**src/rtl/fetch_pkg.sv**
```systemverilog
// Shared types, constants and helpers for the fetch prefetch unit.
package fetch_pkg;

  localparam int DEF_ADDR_W = 32;
  localparam int DEF_DATA_W = 32;
  localparam int PC_INC     = 4;

  typedef enum logic [1:0] {
    IDLE = 2'd0,
    WAIT = 2'd1,
    DROP = 2'd2
  } fetch_state_e;

  function automatic logic [31:0] sat_add32(input logic [31:0] a, input logic [31:0] b);
    logic [32:0] sum;
    sum = {1'b0, a} + {1'b0, b};
    return sum[32] ? 32'hFFFF_FFFF : sum[31:0];
  endfunction

endpackage

```
**src/rtl/prefetch_fifo.sv**
```systemverilog
// Circular prefetch queue; the head entry is read straight from storage.
module prefetch_fifo #(
  parameter int DEPTH = 4,
  parameter int WIDTH = 64,
  localparam int PW = $clog2(DEPTH),
  localparam int CW = PW + 1
) (
  input  logic             clock,
  input  logic             reset,
  input  logic             push,
  input  logic             pop,
  input  logic             flush,
  input  logic [WIDTH-1:0] din,
  output logic [WIDTH-1:0] head,
  output logic [CW-1:0]    count,
  output logic             full,
  output logic             empty
);

  logic [WIDTH-1:0] mem [DEPTH];
  logic [PW-1:0]    rd_ptr;
  logic [PW-1:0]    wr_ptr;

  assign head  = mem[rd_ptr];
  assign full  = (count == CW'(DEPTH));
  assign empty = (count == {CW{1'b0}});

  // Storage, pointers and occupancy; a flush realigns the read side onto the write side.
  always_ff @(posedge clock) begin
    if (reset) begin
      for (int i = 0; i < DEPTH; i++) mem[i] <= {WIDTH{1'b0}};
      rd_ptr <= {PW{1'b0}};
      wr_ptr <= {PW{1'b0}};
      count  <= {CW{1'b0}};
    end else if (flush) begin
      rd_ptr <= wr_ptr;
      count  <= {CW{1'b0}};
    end else begin
      if (push) begin
        mem[wr_ptr] <= din;
        wr_ptr      <= wr_ptr + PW'(1);
      end
      if (pop) rd_ptr <= rd_ptr + PW'(1);
      count <= count + CW'(push) - CW'(pop);
    end
  end

endmodule

```
**src/rtl/fetch_prefetch_unit.sv**
```systemverilog
// PC/fetch FSM feeding a prefetch queue; FETCH_PREFETCH_PERF_EN adds perf counters.
module fetch_prefetch_unit
  import fetch_pkg::*;
#(
  parameter int                ADDR_W   = DEF_ADDR_W,
  parameter int                DATA_W   = DEF_DATA_W,
  parameter int                DEPTH    = 4,
  parameter logic [ADDR_W-1:0] RESET_PC = {ADDR_W{1'b0}}
) (
  input  logic              clock,
  input  logic              reset,
  output logic              imem_req,
  output logic [ADDR_W-1:0] imem_addr,
  input  logic              imem_ack,
  input  logic [DATA_W-1:0] imem_data,
  input  logic              redirect_valid,
  input  logic [ADDR_W-1:0] redirect_pc,
  output logic              out_valid,
  output logic [ADDR_W-1:0] out_pc,
  output logic [DATA_W-1:0] out_inst,
  input  logic              out_ready
`ifdef FETCH_PREFETCH_PERF_EN
  ,
  output logic [31:0]       perf_stall_cnt,
  output logic [31:0]       perf_flush_cnt,
  output logic [31:0]       perf_empty_cnt
`endif
);

  localparam int CW = $clog2(DEPTH) + 1;
  localparam logic [CW-1:0] FULL_CNT = CW'(DEPTH);

  fetch_state_e       state;
  fetch_state_e       state_next;
  logic [ADDR_W-1:0]  fpc;
  logic [ADDR_W-1:0]  fpc_next;
  logic               push;
  logic               pop;
  logic               flush;
  logic [CW-1:0]      count;
  logic [CW-1:0]      cnt_after_ack;
  logic               full;
  logic               empty;
  logic [ADDR_W+DATA_W-1:0] head;

  assign pop       = out_valid & out_ready;
  assign out_valid = ~empty;
  assign {out_pc, out_inst} = head;

  prefetch_fifo #(
    .DEPTH (DEPTH),
    .WIDTH (ADDR_W + DATA_W)
  ) u_fifo (
    .clock (clock),
    .reset (reset),
    .push  (push),
    .pop   (pop),
    .flush (flush),
    .din   ({fpc, imem_data}),
    .head  (head),
    .count (count),
    .full  (full),
    .empty (empty)
  );

  // Next-state, next-PC and queue control.
  always_comb begin
    state_next    = state;
    fpc_next      = fpc;
    push          = 1'b0;
    flush         = 1'b0;
    cnt_after_ack = count + CW'(1) - CW'(pop);
    case (state)
      IDLE: begin
        if (redirect_valid) begin
          fpc_next   = redirect_pc;
          flush      = 1'b1;
          state_next = WAIT;
        end else if (!full || pop) begin
          state_next = WAIT;
        end else begin
          state_next = IDLE;
        end
      end
      WAIT: begin
        if (redirect_valid) begin
          // A response arriving with the redirect is stale but closes the request.
          fpc_next   = redirect_pc;
          flush      = 1'b1;
          state_next = imem_ack ? WAIT : DROP;
        end else if (imem_ack) begin
          push       = 1'b1;
          fpc_next   = fpc + ADDR_W'(PC_INC);
          state_next = (cnt_after_ack < FULL_CNT) ? WAIT : IDLE;
        end else begin
          state_next = WAIT;
        end
      end
      DROP: begin
        if (redirect_valid) begin
          fpc_next   = redirect_pc;
          flush      = 1'b1;
          state_next = imem_ack ? WAIT : DROP;
        end else if (imem_ack) begin
          state_next = WAIT;
        end else begin
          state_next = DROP;
        end
      end
      default: state_next = IDLE;
    endcase
  end

  // State, fetch PC and the registered memory request; DROP freezes the stale address.
  always_ff @(posedge clock) begin
    if (reset) begin
      state     <= IDLE;
      fpc       <= RESET_PC;
      imem_req  <= 1'b0;
      imem_addr <= RESET_PC;
    end else begin
      state     <= state_next;
      fpc       <= fpc_next;
      imem_req  <= (state_next != IDLE);
      imem_addr <= (state_next == DROP) ? imem_addr : fpc_next;
    end
  end

`ifdef FETCH_PREFETCH_PERF_EN
  logic [CW-1:0] flush_lost;
  logic          ack_drop;

  // Entries thrown away by a flush (the head popped that cycle is not lost) and dropped acks.
  always_comb begin
    flush_lost = {CW{1'b0}};
    ack_drop   = 1'b0;
    if (redirect_valid) flush_lost = count - CW'(pop);
    else                flush_lost = {CW{1'b0}};
    if (imem_ack && (state == DROP || (state == WAIT && redirect_valid))) ack_drop = 1'b1;
    else                                                                 ack_drop = 1'b0;
  end

  // Saturating performance counters.
  always_ff @(posedge clock) begin
    if (reset) begin
      perf_stall_cnt <= 32'd0;
      perf_flush_cnt <= 32'd0;
      perf_empty_cnt <= 32'd0;
    end else begin
      perf_stall_cnt <= sat_add32(perf_stall_cnt, {31'd0, out_valid & ~out_ready});
      perf_flush_cnt <= sat_add32(perf_flush_cnt, 32'(flush_lost) + 32'(ack_drop));
      perf_empty_cnt <= sat_add32(perf_empty_cnt, {31'd0, ~out_valid});
    end
  end
`endif

endmodule

```
**config.mk**
```make
export PLATFORM = sky130hd
export DESIGN_NAME = fetch_prefetch_unit
export DESIGN_NICKNAME = d
export VERILOG_FILES = /design/src/rtl/fetch_pkg.sv /design/src/rtl/prefetch_fifo.sv /design/src/rtl/fetch_prefetch_unit.sv
export SDC_FILE = /design/constraint.sdc
export NUM_CORES = 1
export LEC_CHECK = 0
export ABC_AREA = 0
export BUFFER_PORTS_ARGS = -buffer_cell sky130_fd_sc_hd__buf_2
export CAP_MARGIN = 20
export CORE_MARGIN = 8
export CORE_UTILIZATION = 59
export CTS_BUF_LIST = sky130_fd_sc_hd__clkbuf_4 sky130_fd_sc_hd__clkbuf_8 sky130_fd_sc_hd__clkbuf_16
export DETAILED_ROUTE_END_ITERATION = 8
export GPL_TIMING_DRIVEN = 0
export PLACE_DENSITY = 0.88
export SYNTH_ARGS = -nofsm -noshare
export SYNTH_HDL_FRONTEND = slang
export SYNTH_HIERARCHICAL = 1
export SYNTH_SLANG_ARGS = --single-unit
```
**constraint.sdc**
```tcl
create_clock -name clock -period 4.6 [get_ports clock]
set_input_delay 0.46 -clock clock [delete_from_list [all_inputs] [get_ports clock]]
set_output_delay 0.46 -clock clock [all_outputs]
set_load 0.03 [all_outputs]
```
# Word-level counts from Yosys, hierarchy flattened

Memories as Yosys holds them, arrays and structs flattened. A register that Yosys moved wholly into a read port is not among the register bits.
Cells that the tools add are included.
Widths: inputs -> output; s select.

RAM bits: 256
Input bits: 69
Output and inout port bits: 98
Logic and storage cells: 63
Bits in registers: 74
Memories: 1

Memory list:

| memory     | depth | bits a word | rd ports | clocked after Yosys merged registers in | wr ports | RTL line            | source |
|---|---|---|---|---|---|---|---|
| u_fifo.mem | 4     | 64          | 1        | 1                                       | 4        | prefetch_fifo.sv:20 | `logic [WIDTH-1:0] mem [DEPTH];` |

Equal/unequal tests: 4
Bitwise operators: 3
Magnitude comparators: 1
$add $sub $neg: 7
Mux-type cells: 29
Reductions and logical operators: 11

Operator list:

| kind                  | count |
|---|---|
| $mux 32               | 3 |
| $mux 64               | 1 |
| $pmux 32 s2           | 1 |
| $reduce_or 64->1      | 1 |
| $add 32x3->32 const B | 1 |
| $mux 1                | 16 |
| $mux 2                | 7 |
| $pmux 2 s3            | 1 |
| $sub 3x1->3           | 2 |
| $add 2x1->2 const B   | 2 |
| $eq 2x2->1 const B    | 2 |
| $reduce_bool 2->1     | 2 |
| $reduce_or 2->1       | 2 |
| $add 3x1->3           | 1 |
| $add 3x1->3 const B   | 1 |
| $eq 3x3->1 const B    | 1 |
| $logic_not 3->1       | 1 |
| $lt 3x3->1 const B    | 1 |
| $reduce_or 3->1       | 1 |
| $eq 2x1->1 const B    | 1 |
| $logic_not 2->1       | 1 |
| $not 1->1             | 2 |
| $reduce_and 2->1      | 1 |
| $and 1x1->1           | 1 |
| other kinds (2)       | 2 |

# Logic depth before layout (Yosys ltp)

Depth after elaboration: 10
Mapped depth: 11

# Cells and area by module

Netlist, hierarchy kept.

Modules (own cells, without submodules):

| module              | cells each | instances | area an instance (sq um) |
|---|---|---|---|
| prefetch_fifo       | 686        | 1         | 11644.9 |
| fetch_prefetch_unit | 493        | 1         | 3958.8 |

# Worst setup path before layout

OpenSTA, ideal clock, no wires.

Path type: in2reg
Start point: input redirect_valid
End point: memory u_fifo.mem[1][0], enable pin
Arrival time: 3281 ps
Path slack: 886 ps
Setup time: 433 ps
Stages on the path: 9
Cells stage by stage: buf_2 > buf_2 > buf_2 > nor2_1 > and2_1 > nor2b_1 > buf_6 > nand2_1 > nand2b_1

RTL lines:

| element     | RTL line                  | source |
|---|---|---|
| from (decl) | fetch_prefetch_unit.sv:16 | `input logic redirect_valid,` |
| to (decl)   | prefetch_fifo.sv:20       |  |

==> summary.md <==
| Metric | Value |
|---|---|
| Outcome | completed |
| Later-pin clock latency in the skew report | 530 ps |
| Layout cells sized above 1 | 26.9% |
| Via-to-Cell Ratio | 6.53 |
| First-pass GRT wire length | 67500 um |
| Yosys warns | 6 |
| Clock buffer depth | 3 |
| Drt initial violations | 1281 |
| Post-DP HPWL | 30200 um |
| PostCTS Resize Cnt | 0 |
| Clock power share | 39.2% |
| Max Cap Violations | 0 |
| CP startpoint | state[1] |
| CP Data Arrival Time | 3510 ps |
| FF-to-FF path depth | 7 |
| Post-layout min period | 3370 ps |
| Net count after synthesis | 1252 |
| Fin util | 69.5% |
| Die X | 179 um |
| Core footprint | 0.0260 sq mm |
| Power Total | 7.02 mW |
| First-pass DRT Iterations | 6 |
| RR Startpoint | state[1] |
| Number of flops mapped to enable cells by yosys | 256 |
| # DRC | 0 |
| Count leader, synth | edfxtp_1 |
| Num rows | 59 |
| Avg Cell Area, Syn | 13.2 sq um |
| Max Clock Freq | 0.297 GHz |
| Antenna Violating Nets Remaining | 0 |
| Part of the power in registers | 49.3% |
| CTS Buf Count | 36 |
| CP Capture Type | flip-flop |
| WL final | 44600 um |
| Total grt overflow | 0 |
| RD Place Congestion | 0.929 |
| Hold path depth | 3 |
| P_sw | 1.79 mW |
| WP data required | 4730 ps |
| Yosys top cell area share | 49.3% |
| Switching Share | 25.4% |
| Internal Power | 5.24 mW |
| Hold Path Class | input pin to flip-flop |
| Vias in the first global route | 11800 |
| Reg2reg end | u_fifo/mem[0][7] |
| Worst-path clk slew | 60 ps |
| Number of inserted diodes | 0 |
| Setup Crit Path Kind | flip-flop to flip-flop |
| Worst slew margin | 37.4% |
| Post-synth top area cell | edfxtp_1 |
| Setup slack at placement | 1000 ps |
| Die Height | 179 um |
| CTS tree | done |
| Pins Over Slew Limit | 0 |
| Drt wl/cell | 25.6 um |
| Worst slew pin tran | 939 ps |
| Die footprint | 0.0319 sq mm |
| Initial antenna violation count | 0 |
| Sequential element share of the synthesized area | 59.0% |
| Fin. Hold Viols | 0 |
| CP startpoint kind | flip-flop |
| Post-Syn Area | 0.0156 sq mm |
| Synthesized instance count | 1179 |
| Initial Utilization | 60.0% |
| Via count | 11400 |
| Hold buffers post-CTS | 0 |
| Flop2flop setup slack | 1230 ps |
| Period utilisation layout | 73.3% |
| Post-synth cell types | 75 |
| Gr usage total | 27.7% |
| I/O Pins | 167 |
| Port buffer count | 166 |
| Combinational Power Share | 11.5% |
| Final clock skew | 19.7 ps |
| Cells taking the most area after synthesis | edfxtp_1 49%, dfxtp_1 9.8%, mux4_2 9.2% |
| WHS Endpoint | fpc[1] |
| RSZ-0062 raised after global routing | false |
| Clock root buffer | clkbuf_16 |
| Maximum number of pins on one net before global-route repair | 65 |
| Min-delay src | redirect_pc[1] |
| Synth top cells by count | 256 x edfxtp_1, 207 x and3_1, 76 x dfxtp_1 |
| Yosys reg bits | 332 |
| Layout area overhead | 15.7% |
| Nets | 1458 |
| Post-synth ARST share | 0% |
| Static Leakage | 7.63 nW |
| Fillers | 1757 |
| Setup Fix Bufs, Post-CTS | 0 |
| Num Clock Sinks | 332 |
| Pwr dens | 389 mW/mm^2 |
| VDD IR-drop max | 0.280 mV |
| Final setup margin | 1230 ps |
| Synth Flop Type | edfxtp_1 |
| H-tree levels | 2 |
| Final setup vio count | 0 |
| Crit-path max FO | 64 |
[layout by cell type (no fill, tap or decap), types with 13 or more instances in the layout]
| master | Yosys | final |
|---|---|---|
| clkbuf_1 | 42 | 42 |
| nand2_1 | 42 | 42 |
| a21oi_1 | 37 | 37 |
| edfxtp_1 | 256 | 256 |
| nor3_1 | 17 | 17 |
| nor2_1 | 50 | 50 |
| clkbuf_16 | 0 | 37 |
| dfxtp_1 | 76 | 76 |
| buf_2 | 14 | 180 |
| and3_1 | 207 | 207 |
| and2_1 | 75 | 75 |
| nand3_1 | 25 | 25 |
| mux4_2 | 64 | 64 |
| inv_1 | 13 | 13 |
| nand2b_1 | 14 | 13 |
| nand4_1 | 13 | 13 |
| buf_6 | 31 | 31 |
[registers in the layout (all words and copies together), names as in the netlist, named ones only]
signal         count
fpc               32
u_fifo/wr_ptr      2
state              2
u_fifo/mem       256
imem_req           1
u_fifo/rd_ptr      2
u_fifo/count       3
imem_addr         32
[power groups by stage]
stage / sequential [mW] / clock (mW) / combinational (mW)
finish: 3.46 / 2.75 / 0.807
global route: 3.47 / 2.90 / 0.854
CTS: 3.46 / 2.78 / 0.803
detailed placement: 3.52 / 0 / 0.797
global placement: 3.51 / 0 / 0.777
floorplan: 3.53 / 0 / 0.479
[how the worst max path moves through the flow]
| stage | to | slack [ps] | cells after the start |
|---|---|---|---|
| 4_1_cts | u_fifo/mem[0][9] | 1330 | 7 |
| 5_1_grt | u_fifo/mem[0][44] | 1150 | 7 |
| 3_5_place_dp | u_fifo/mem[0][8] | 1000 | 9 |
| 6_report | u_fifo/mem[0][7] | 1230 | 7 |
| 2_1_floorplan | u_fifo/mem[1][0] | 890 | 9 |
| 3_3_place_gp | u_fifo/mem[1][18] | -790 | 10 |
[stage by stage]
stage	cell area (sq um)	hold WS [ps]	TNS (ps)	std cells
2_1_floorplan	15600	476	0	1179
3_3_place_gp	16900	435	-111550	1680
3_5_place_dp	16900	442	0	1682
4_1_cts	18100	238	0	1743
5_1_grt	18100	258	0	1743
6_report	18100	247	0	1743
[cell families after synthesis]
family | count (synthesis) | synth area share, %
XOR/XNOR | 5 | 0.281
flip-flops | 332 | 59.0
buffers and inverters | 119 | 4.64
AO/OA/AOI/OAI | 146 | 6.87
adder cells (fa/ha/maj) | 4 | 0.369
AND/OR/NAND/NOR | 493 | 18.5
multiplexers | 80 | 10.3
[routing by layer]
| metal | track usage (%) | part of all wire (%) | vias to the layer above |
|---|---|---|---|
| li1 | - | - | 4966 |
| met2 | 47.6 | 50 | 710 |
| met4 | 10.3 | 3.2 | 0 |
| met1 | 34.6 | 38 | 5580 |
| met3 | 5.14 | 8.8 | 119 |
| met5 | 0 | 0 | - |
[worst max-delay path, cell delays in order, from the launching register on]
cell and delay (ps):
dfxtp_1 320, clkbuf_1 280, nand2b_1 310, nor2_1 690, and2_1 260, nor2b_1 160, buf_6 160, a21o_4 750
[final cells by class]
type                            count  area [sq um]  area share (%)
Buffer                            106           676            3.74
Sequential cell                   332          9210            51.0
Clock inverter                     16           136           0.755
Clock buffer                       45           992            5.49
Inverter                           13          48.8           0.270
Timing Repair Buffer              168           878            4.86
Multi-Input combinational cell    728          5700            31.6
Tap cell                          335           419            2.32
(Power assumes the default switching activity.)
